**src/rtl/axi_pkg.sv**
```systemverilog
// Shared AXI4 constants and the config-master FSM state encoding.
// Imported by the master and by anything that needs to decode its debug state.
package axi_pkg;

   localparam logic [1:0] BURST_INCR  = 2'b01;

   localparam logic [1:0] RESP_OKAY   = 2'b00;
   localparam logic [1:0] RESP_EXOKAY = 2'b01;
   localparam logic [1:0] RESP_SLVERR = 2'b10;
   localparam logic [1:0] RESP_DECERR = 2'b11;

   // Bufferable + modifiable: normal non-cacheable memory attributes.
   localparam logic [3:0] CACHE_MODIFIABLE_BUF = 4'b0011;

   localparam logic [2:0] ST_IDLE    = 3'd0;
   localparam logic [2:0] ST_WR_REQ  = 3'd1;
   localparam logic [2:0] ST_WR_RESP = 3'd2;
   localparam logic [2:0] ST_RD_REQ  = 3'd3;
   localparam logic [2:0] ST_RD_RESP = 3'd4;

   // SLVERR and DECERR both report an error; OKAY and EXOKAY do not.
   function automatic logic resp_is_err(input logic [1:0] resp);
      return !((resp == RESP_OKAY) || (resp == RESP_EXOKAY));
   endfunction

endpackage

```
**src/rtl/axi_config_master.sv**
```systemverilog
// Single-outstanding AXI4 master: turns one register request at a time into a
// single-beat AXI4 write or read and returns a one-cycle completion pulse.
module axi_config_master
   import axi_pkg::*;
#(
   parameter int         ADDR_WIDTH = 32,
   parameter int         DATA_WIDTH = 32,
   parameter int         STRB_WIDTH = DATA_WIDTH / 8,
   parameter int         ID_WIDTH   = 8,
   parameter int         AXI_ID     = 0,
   parameter logic [2:0] AXI_PROT   = 3'b000
) (
   input  logic                  clk,
   input  logic                  rst,

   input  logic                  req_valid,
   output logic                  req_ready,
   input  logic                  req_we,
   input  logic [ADDR_WIDTH-1:0] req_addr,
   input  logic [DATA_WIDTH-1:0] req_wdata,
   input  logic [STRB_WIDTH-1:0] req_wstrb,

   output logic                  rsp_valid,
   output logic [DATA_WIDTH-1:0] rsp_rdata,
   output logic                  rsp_err,

   output logic [ID_WIDTH-1:0]   m_axi_awid,
   output logic [ADDR_WIDTH-1:0] m_axi_awaddr,
   output logic [7:0]            m_axi_awlen,
   output logic [2:0]            m_axi_awsize,
   output logic [1:0]            m_axi_awburst,
   output logic                  m_axi_awlock,
   output logic [3:0]            m_axi_awcache,
   output logic [2:0]            m_axi_awprot,
   output logic [3:0]            m_axi_awqos,
   output logic [3:0]            m_axi_awregion,
   output logic                  m_axi_awvalid,
   input  logic                  m_axi_awready,

   output logic [DATA_WIDTH-1:0] m_axi_wdata,
   output logic [STRB_WIDTH-1:0] m_axi_wstrb,
   output logic                  m_axi_wlast,
   output logic                  m_axi_wvalid,
   input  logic                  m_axi_wready,

   input  logic [ID_WIDTH-1:0]   m_axi_bid,
   input  logic [1:0]            m_axi_bresp,
   input  logic                  m_axi_bvalid,
   output logic                  m_axi_bready,

   output logic [ID_WIDTH-1:0]   m_axi_arid,
   output logic [ADDR_WIDTH-1:0] m_axi_araddr,
   output logic [7:0]            m_axi_arlen,
   output logic [2:0]            m_axi_arsize,
   output logic [1:0]            m_axi_arburst,
   output logic                  m_axi_arlock,
   output logic [3:0]            m_axi_arcache,
   output logic [2:0]            m_axi_arprot,
   output logic [3:0]            m_axi_arqos,
   output logic [3:0]            m_axi_arregion,
   output logic                  m_axi_arvalid,
   input  logic                  m_axi_arready,

   input  logic [ID_WIDTH-1:0]   m_axi_rid,
   input  logic [DATA_WIDTH-1:0] m_axi_rdata,
   input  logic [1:0]            m_axi_rresp,
   input  logic                  m_axi_rlast,
   input  logic                  m_axi_rvalid,
   output logic                  m_axi_rready,

   output logic [2:0]            dbg_state
);

   localparam logic [2:0]          AXI_SIZE = 3'($clog2(STRB_WIDTH));
   localparam logic [ID_WIDTH-1:0] ID_VAL   = ID_WIDTH'(AXI_ID);

   // Handshake rule on every channel: a transfer happens on a rising edge where
   // valid && ready; once valid is raised it stays high, with its payload
   // unchanged, until that edge. rsp_valid is a pulse with no back-pressure.
   logic                  aw_hs, w_hs, b_hs, ar_hs, r_hs;
   logic [2:0]            state;
   logic                  ready_q;
   logic                  aw_done, w_done;
   logic [ADDR_WIDTH-1:0] addr_q;
   logic [DATA_WIDTH-1:0] wdata_q;
   logic [STRB_WIDTH-1:0] wstrb_q;
   logic                  unused_rlast;

   assign aw_hs = m_axi_awvalid & m_axi_awready;
   assign w_hs  = m_axi_wvalid  & m_axi_wready;
   assign b_hs  = m_axi_bvalid  & m_axi_bready;
   assign ar_hs = m_axi_arvalid & m_axi_arready;
   assign r_hs  = m_axi_rvalid  & m_axi_rready;

   // Every burst is a single beat, so rlast carries no information.
   assign unused_rlast = m_axi_rlast;

   assign m_axi_awid     = ID_VAL;
   assign m_axi_awaddr   = addr_q;
   assign m_axi_awlen    = 8'd0;
   assign m_axi_awsize   = AXI_SIZE;
   assign m_axi_awburst  = BURST_INCR;
   assign m_axi_awlock   = 1'b0;
   assign m_axi_awcache  = CACHE_MODIFIABLE_BUF;
   assign m_axi_awprot   = AXI_PROT;
   assign m_axi_awqos    = 4'd0;
   assign m_axi_awregion = 4'd0;

   assign m_axi_wdata    = wdata_q;
   assign m_axi_wstrb    = wstrb_q;
   assign m_axi_wlast    = 1'b1;

   assign m_axi_arid     = ID_VAL;
   assign m_axi_araddr   = addr_q;
   assign m_axi_arlen    = 8'd0;
   assign m_axi_arsize   = AXI_SIZE;
   assign m_axi_arburst  = BURST_INCR;
   assign m_axi_arlock   = 1'b0;
   assign m_axi_arcache  = CACHE_MODIFIABLE_BUF;
   assign m_axi_arprot   = AXI_PROT;
   assign m_axi_arqos    = 4'd0;
   assign m_axi_arregion = 4'd0;

   // ready_q comes out of reset set; masking with rst keeps the request port
   // closed while reset is held and open on the first cycle after release.
   assign req_ready = ready_q & ~rst;
   assign dbg_state = state;

   always_ff @(posedge clk) begin
      if (rst) begin
         state         <= ST_IDLE;
         ready_q       <= 1'b1;
         aw_done       <= 1'b0;
         w_done        <= 1'b0;
         addr_q        <= '0;
         wdata_q       <= '0;
         wstrb_q       <= '0;
         m_axi_awvalid <= 1'b0;
         m_axi_wvalid  <= 1'b0;
         m_axi_bready  <= 1'b0;
         m_axi_arvalid <= 1'b0;
         m_axi_rready  <= 1'b0;
         rsp_valid     <= 1'b0;
         rsp_err       <= 1'b0;
         rsp_rdata     <= '0;
      end else begin
         rsp_valid <= 1'b0;
         rsp_err   <= 1'b0;
         rsp_rdata <= '0;
         case (state)
            ST_IDLE: begin
               // After a completion, hold the port closed for the pulse cycle.
               if (!ready_q) begin
                  ready_q <= 1'b1;
               end else if (req_valid) begin
                  ready_q <= 1'b0;
                  addr_q  <= req_addr;
                  wdata_q <= req_wdata;
                  wstrb_q <= req_wstrb;
                  if (req_we) begin
                     m_axi_awvalid <= 1'b1;
                     m_axi_wvalid  <= 1'b1;
                     state         <= ST_WR_REQ;
                  end else begin
                     m_axi_arvalid <= 1'b1;
                     state         <= ST_RD_REQ;
                  end
               end
            end
            ST_WR_REQ: begin
               if (aw_hs) begin
                  m_axi_awvalid <= 1'b0;
                  aw_done       <= 1'b1;
               end
               if (w_hs) begin
                  m_axi_wvalid <= 1'b0;
                  w_done       <= 1'b1;
               end
               // AW and W may complete in either order or on the same edge.
               if ((aw_done | aw_hs) && (w_done | w_hs)) begin
                  aw_done      <= 1'b0;
                  w_done       <= 1'b0;
                  m_axi_bready <= 1'b1;
                  state        <= ST_WR_RESP;
               end
            end
            ST_WR_RESP: begin
               if (b_hs) begin
                  m_axi_bready <= 1'b0;
                  rsp_valid    <= 1'b1;
                  rsp_err      <= resp_is_err(m_axi_bresp) | (m_axi_bid != ID_VAL);
                  state        <= ST_IDLE;
               end
            end
            ST_RD_REQ: begin
               if (ar_hs) begin
                  m_axi_arvalid <= 1'b0;
                  m_axi_rready  <= 1'b1;
                  state         <= ST_RD_RESP;
               end
            end
            ST_RD_RESP: begin
               if (r_hs) begin
                  m_axi_rready <= 1'b0;
                  rsp_valid    <= 1'b1;
                  rsp_rdata    <= m_axi_rdata;
                  rsp_err      <= resp_is_err(m_axi_rresp) | (m_axi_rid != ID_VAL);
                  state        <= ST_IDLE;
               end
            end
            default: state <= ST_IDLE;
         endcase
      end
   end

endmodule

```
**config.mk**
```make
export PLATFORM = sky130hd
export DESIGN_NAME = axi_config_master
export DESIGN_NICKNAME = d
export VERILOG_FILES = /design/src/rtl/axi_pkg.sv /design/src/rtl/axi_config_master.sv
export SDC_FILE = /design/constraint.sdc
export NUM_CORES = 1
export LEC_CHECK = 0
export ABC_AREA = 0
export ABC_CLOCK_PERIOD_IN_PS = 3530
export CAP_MARGIN = 25
export CORE_AREA = 2 2 134 136
export CTS_CLUSTER_SIZE = 10
export DETAILED_ROUTE_END_ITERATION = 10
export DIE_AREA = 0 0 136 138
export HOLD_SLACK_MARGIN = 0.1
export PLACE_DENSITY = 0.67
export SYNTH_ARGS = -nofsm -noshare
export SYNTH_HDL_FRONTEND = slang
export SYNTH_SLANG_ARGS = --single-unit
```
**constraint.sdc**
```tcl
create_clock -name clk -period 3.53 [get_ports clk]
set_clock_uncertainty 0.05 [all_clocks]
set_input_delay 0.706 -clock clk [delete_from_list [all_inputs] [get_ports clk]]
set_output_delay 0.706 -clock clk [all_outputs]
set_load 0.005 [all_outputs]
```
==> run metrics <==
outcome=complete, no violations; pin count of the biggest net entering global routing=74; Final ANT Viol Nets=0; Yosys reg bits=113; Initial Util=26.7%; Mapped Cells=553; relative slew slack=35.7%; main combinational cell family by area after synthesis=buffers and inverters; Synth Area in Adders=0%; placed cell count=990; Final setup violation count=0; vias in the first global route=3,760; sequential share of the synthesized area=48.3%; area taken by multi-input logic gates=1750 um2; ANT cells=0; Initial DRC Count=154; Worst-Skew Late Latency=410 ps; post-synthesis mux area share=0.454%; Distinct cells, synth=37; Final min period=2450 ps; Compound-Gate Fraction of Synth Area=10.3%; FF+latch area=2260 um2; CP Launch Type=flop; Crit path max-delay family=buffers and inverters; HP Class=reg2reg; syn avg cell area=8.48 um2; num rows=49; first-pass GRT wire length=20,200 um; final wirelength=13,300 um; XOR/XNOR Fraction of Synth Area=0%; core area=17,500 um2; DRC viols=0; final period utilization=69.4%; pwr dens=618 nW/um2; CP max stage cell=clkdlybuf4s50_1; CP max stage delay=670 ps; drt wl/cell=13.0 um; P&R area growth vs syn=63.8%; GRT Overall Usage=14.2%; initial antenna violation count=0; Post-Synth Simple-Gate Area=20.4%; layout cells sized above 1=5.30%; Slew @ Worst Pin=964 ps; synth warn=0; Filler cells=1,769; DP Wirelength=9730 um; Max clock buf depth=2; via-per-instance ratio=4.05; Max Cap Viol=0; boundary pin count=348; TritonCTS clock tree=built; Fmax=408 MHz; critical path data arrival time=1690 ps; clock sinks=113; Die Y=138 um; VDD IR-drop max=0.303 mV; Port Buffers=269; Final GP Congestion=0.721; Leak=2.95 nW; Die Wd=136 um; clk root buf=clkbuf_16; Die ar.=18,800 um2; total CTS buffers=17; Pre-Repair DR Iteration Count=4; worst-path fanout max=9; Setup crit end kind=output pin; setup_tns=0 ps; total gr overflow=0; hold_buf cts=0; Post-CTS Setup Bufs=0; post-CTS sizing=0; Synth Cell Area=4690 um2; Final Hold Violating Endpoints=0; Req. time, crit path=2770 ps; CP Cell Sequence=clkdlybuf4s50_1; clock slew at reported path FFs=50 ps; Slew Viols, Final=0; RSZ-0062 raised after global routing=no; final cell count without fillers=1,022; DR vias=4,134; nets@finish=910; number of H-tree levels=4; CP Buf/Inv Count=1; Crit Path Class=reg2out
[tightest hold or removal path: cells and delay by family, from the launching register on]
family / cells / cell delay, ps
flip-flops: 1 / 300
AND/OR/NAND/NOR: 1 / 50
AO/OA/AOI/OAI: 1 / 50
[through the flow]
stage / total power [W] / hold WS [ps] / utilization (%) / area [um2] / setup slack [ps]
finish: 0.00474 / 401 / 43.8 / 7680 / 1080
global route: 0.00504 / 414 / 43.8 / 7680 / 1010
CTS: 0.00484 / 403 / 43.8 / 7680 / 1060
detailed placement: 0.00294 / 396 / 40.2 / 7040 / 949
global placement: 0.00293 / 390 / 40.2 / 7040 / 940
floorplan: 0.00234 / 403 / - / 4960 / 1540
[power breakdown]
part	total (W)	internal, W	switching [W]
logic	0.00130	0.000722	0.000575
registers	0.00159	0.00145	0.000140
clock network	0.00185	0.00122	0.000632
[cell type report]
class                      count  share of cell area, %
clock inverter                12                   2.33
tap                          229                   3.73
clock buffer                  20                   5.95
sequential                   113                   29.5
multi-input combinational    375                   22.8
timing repair buffer         272                   35.6
inverter                       1                 0.0489
[Yosys cell counts]
library cell / n / area share, %
clkbuf_1: 11 / 0.88
nand2b_1: 2 / 0.27
nand2_1: 144 / 12
mux2_2: 1 / 0.24
clkbuf_2: 3 / 0.32
o2111ai_1: 1 / 0.19
a311oi_2: 1 / 0.32
and2_1: 32 / 4.3
buf_6: 2 / 0.48
inv_1: 1 / 0.080
nand3_1: 4 / 0.43
o2bb2ai_1: 2 / 0.37
a21o_1: 1 / 0.16
nor4_1: 3 / 0.40
o21ai_0: 2 / 0.21
nor3b_2: 1 / 0.27
a21oi_1: 73 / 7.8
buf_4: 109 / 17
dfxtp_1: 113 / 48
nor2_1: 8 / 0.64
and4_1: 1 / 0.19
a32oi_1: 1 / 0.19
buf_2: 10 / 1.1
mux2i_1: 1 / 0.21
nor2b_1: 5 / 0.67
nor3_1: 3 / 0.32
nor3b_1: 1 / 0.16
nor3_4: 1 / 0.35
o21bai_1: 1 / 0.16
a31oi_1: 4 / 0.53
conb_1: 2 / 0.16
buf_1: 2 / 0.16
a211oi_1: 2 / 0.32
nand4_1: 1 / 0.13
or3_1: 2 / 0.27
nor3b_4: 1 / 0.40
and3_1: 1 / 0.13
[cell usage in the layout, fill, tap and decap left out, types with 2 or more instances in the layout]
| cell type | n |
|---|---|
| clkdlybuf4s50_1 | 268 |
| nand2_1 | 144 |
| dfxtp_1 | 113 |
| conb_1 | 75 |
| a21oi_1 | 73 |
| and2_1 | 32 |
| clkbuf_16 | 17 |
| nor2_1 | 8 |
| nor2b_1 | 5 |
| a31oi_1 | 4 |
| bufinv_16 | 4 |
| nor3_1 | 3 |
| nand3_1 | 3 |
| nor4_1 | 3 |
| clkinvlp_4 | 3 |
| inv_6 | 3 |
| nor3b_4 | 2 |
| or3_1 | 2 |
| nand2b_1 | 2 |
| a211oi_1 | 2 |
| o21ai_0 | 2 |
| o2bb2ai_1 | 2 |
| clkinv_2 | 2 |
| clkbuf_8 | 2 |
| buf_12 | 2 |
[sequential cells by signal, summed over array words and instances (netlist names)]
register       flops
m_axi_awvalid      1
m_axi_rready       1
m_axi_wstrb        4
aw_done            1
dbg_state          3
rsp_rdata         32
m_axi_bready       1
m_axi_wdata       32
w_done             1
ready_q            1
m_axi_wvalid       1
m_axi_arvalid      1
m_axi_araddr      32
rsp_err            1
rsp_valid          1
[per-layer routing]
metal / track usage, % / vias up / part of all wire (%)
met2: 24.2 / 226 / 50
met1: 14.2 / 1840 / 36
met4: 5.70 / 0 / 1.9
li1: - / 2054 / -
met5: 0 / - / 0
met3: 7.74 / 14 / 12
[kinds of logic after synthesis]
family / after synthesis
buffers and inverters: 138
DFF: 113
and+or+nand+nor: 210
other: 2
muxes: 2
AOI/OAI and AO/OA: 88
[worst paths after layout]
kind	start	to	slack (ps)	cells past startpoint
hold reg to reg	m_axi_wdata[26]	m_axi_wdata[26]	400	2
hold / removal	m_axi_wdata[26]	m_axi_wdata[26]	400	2
setup reg to reg	dbg_state[2]	rsp_rdata[12]	1500	3
setup / recovery	dbg_state[2]	dbg_state[2]	1080	1
(Power assumes the default switching activity.)
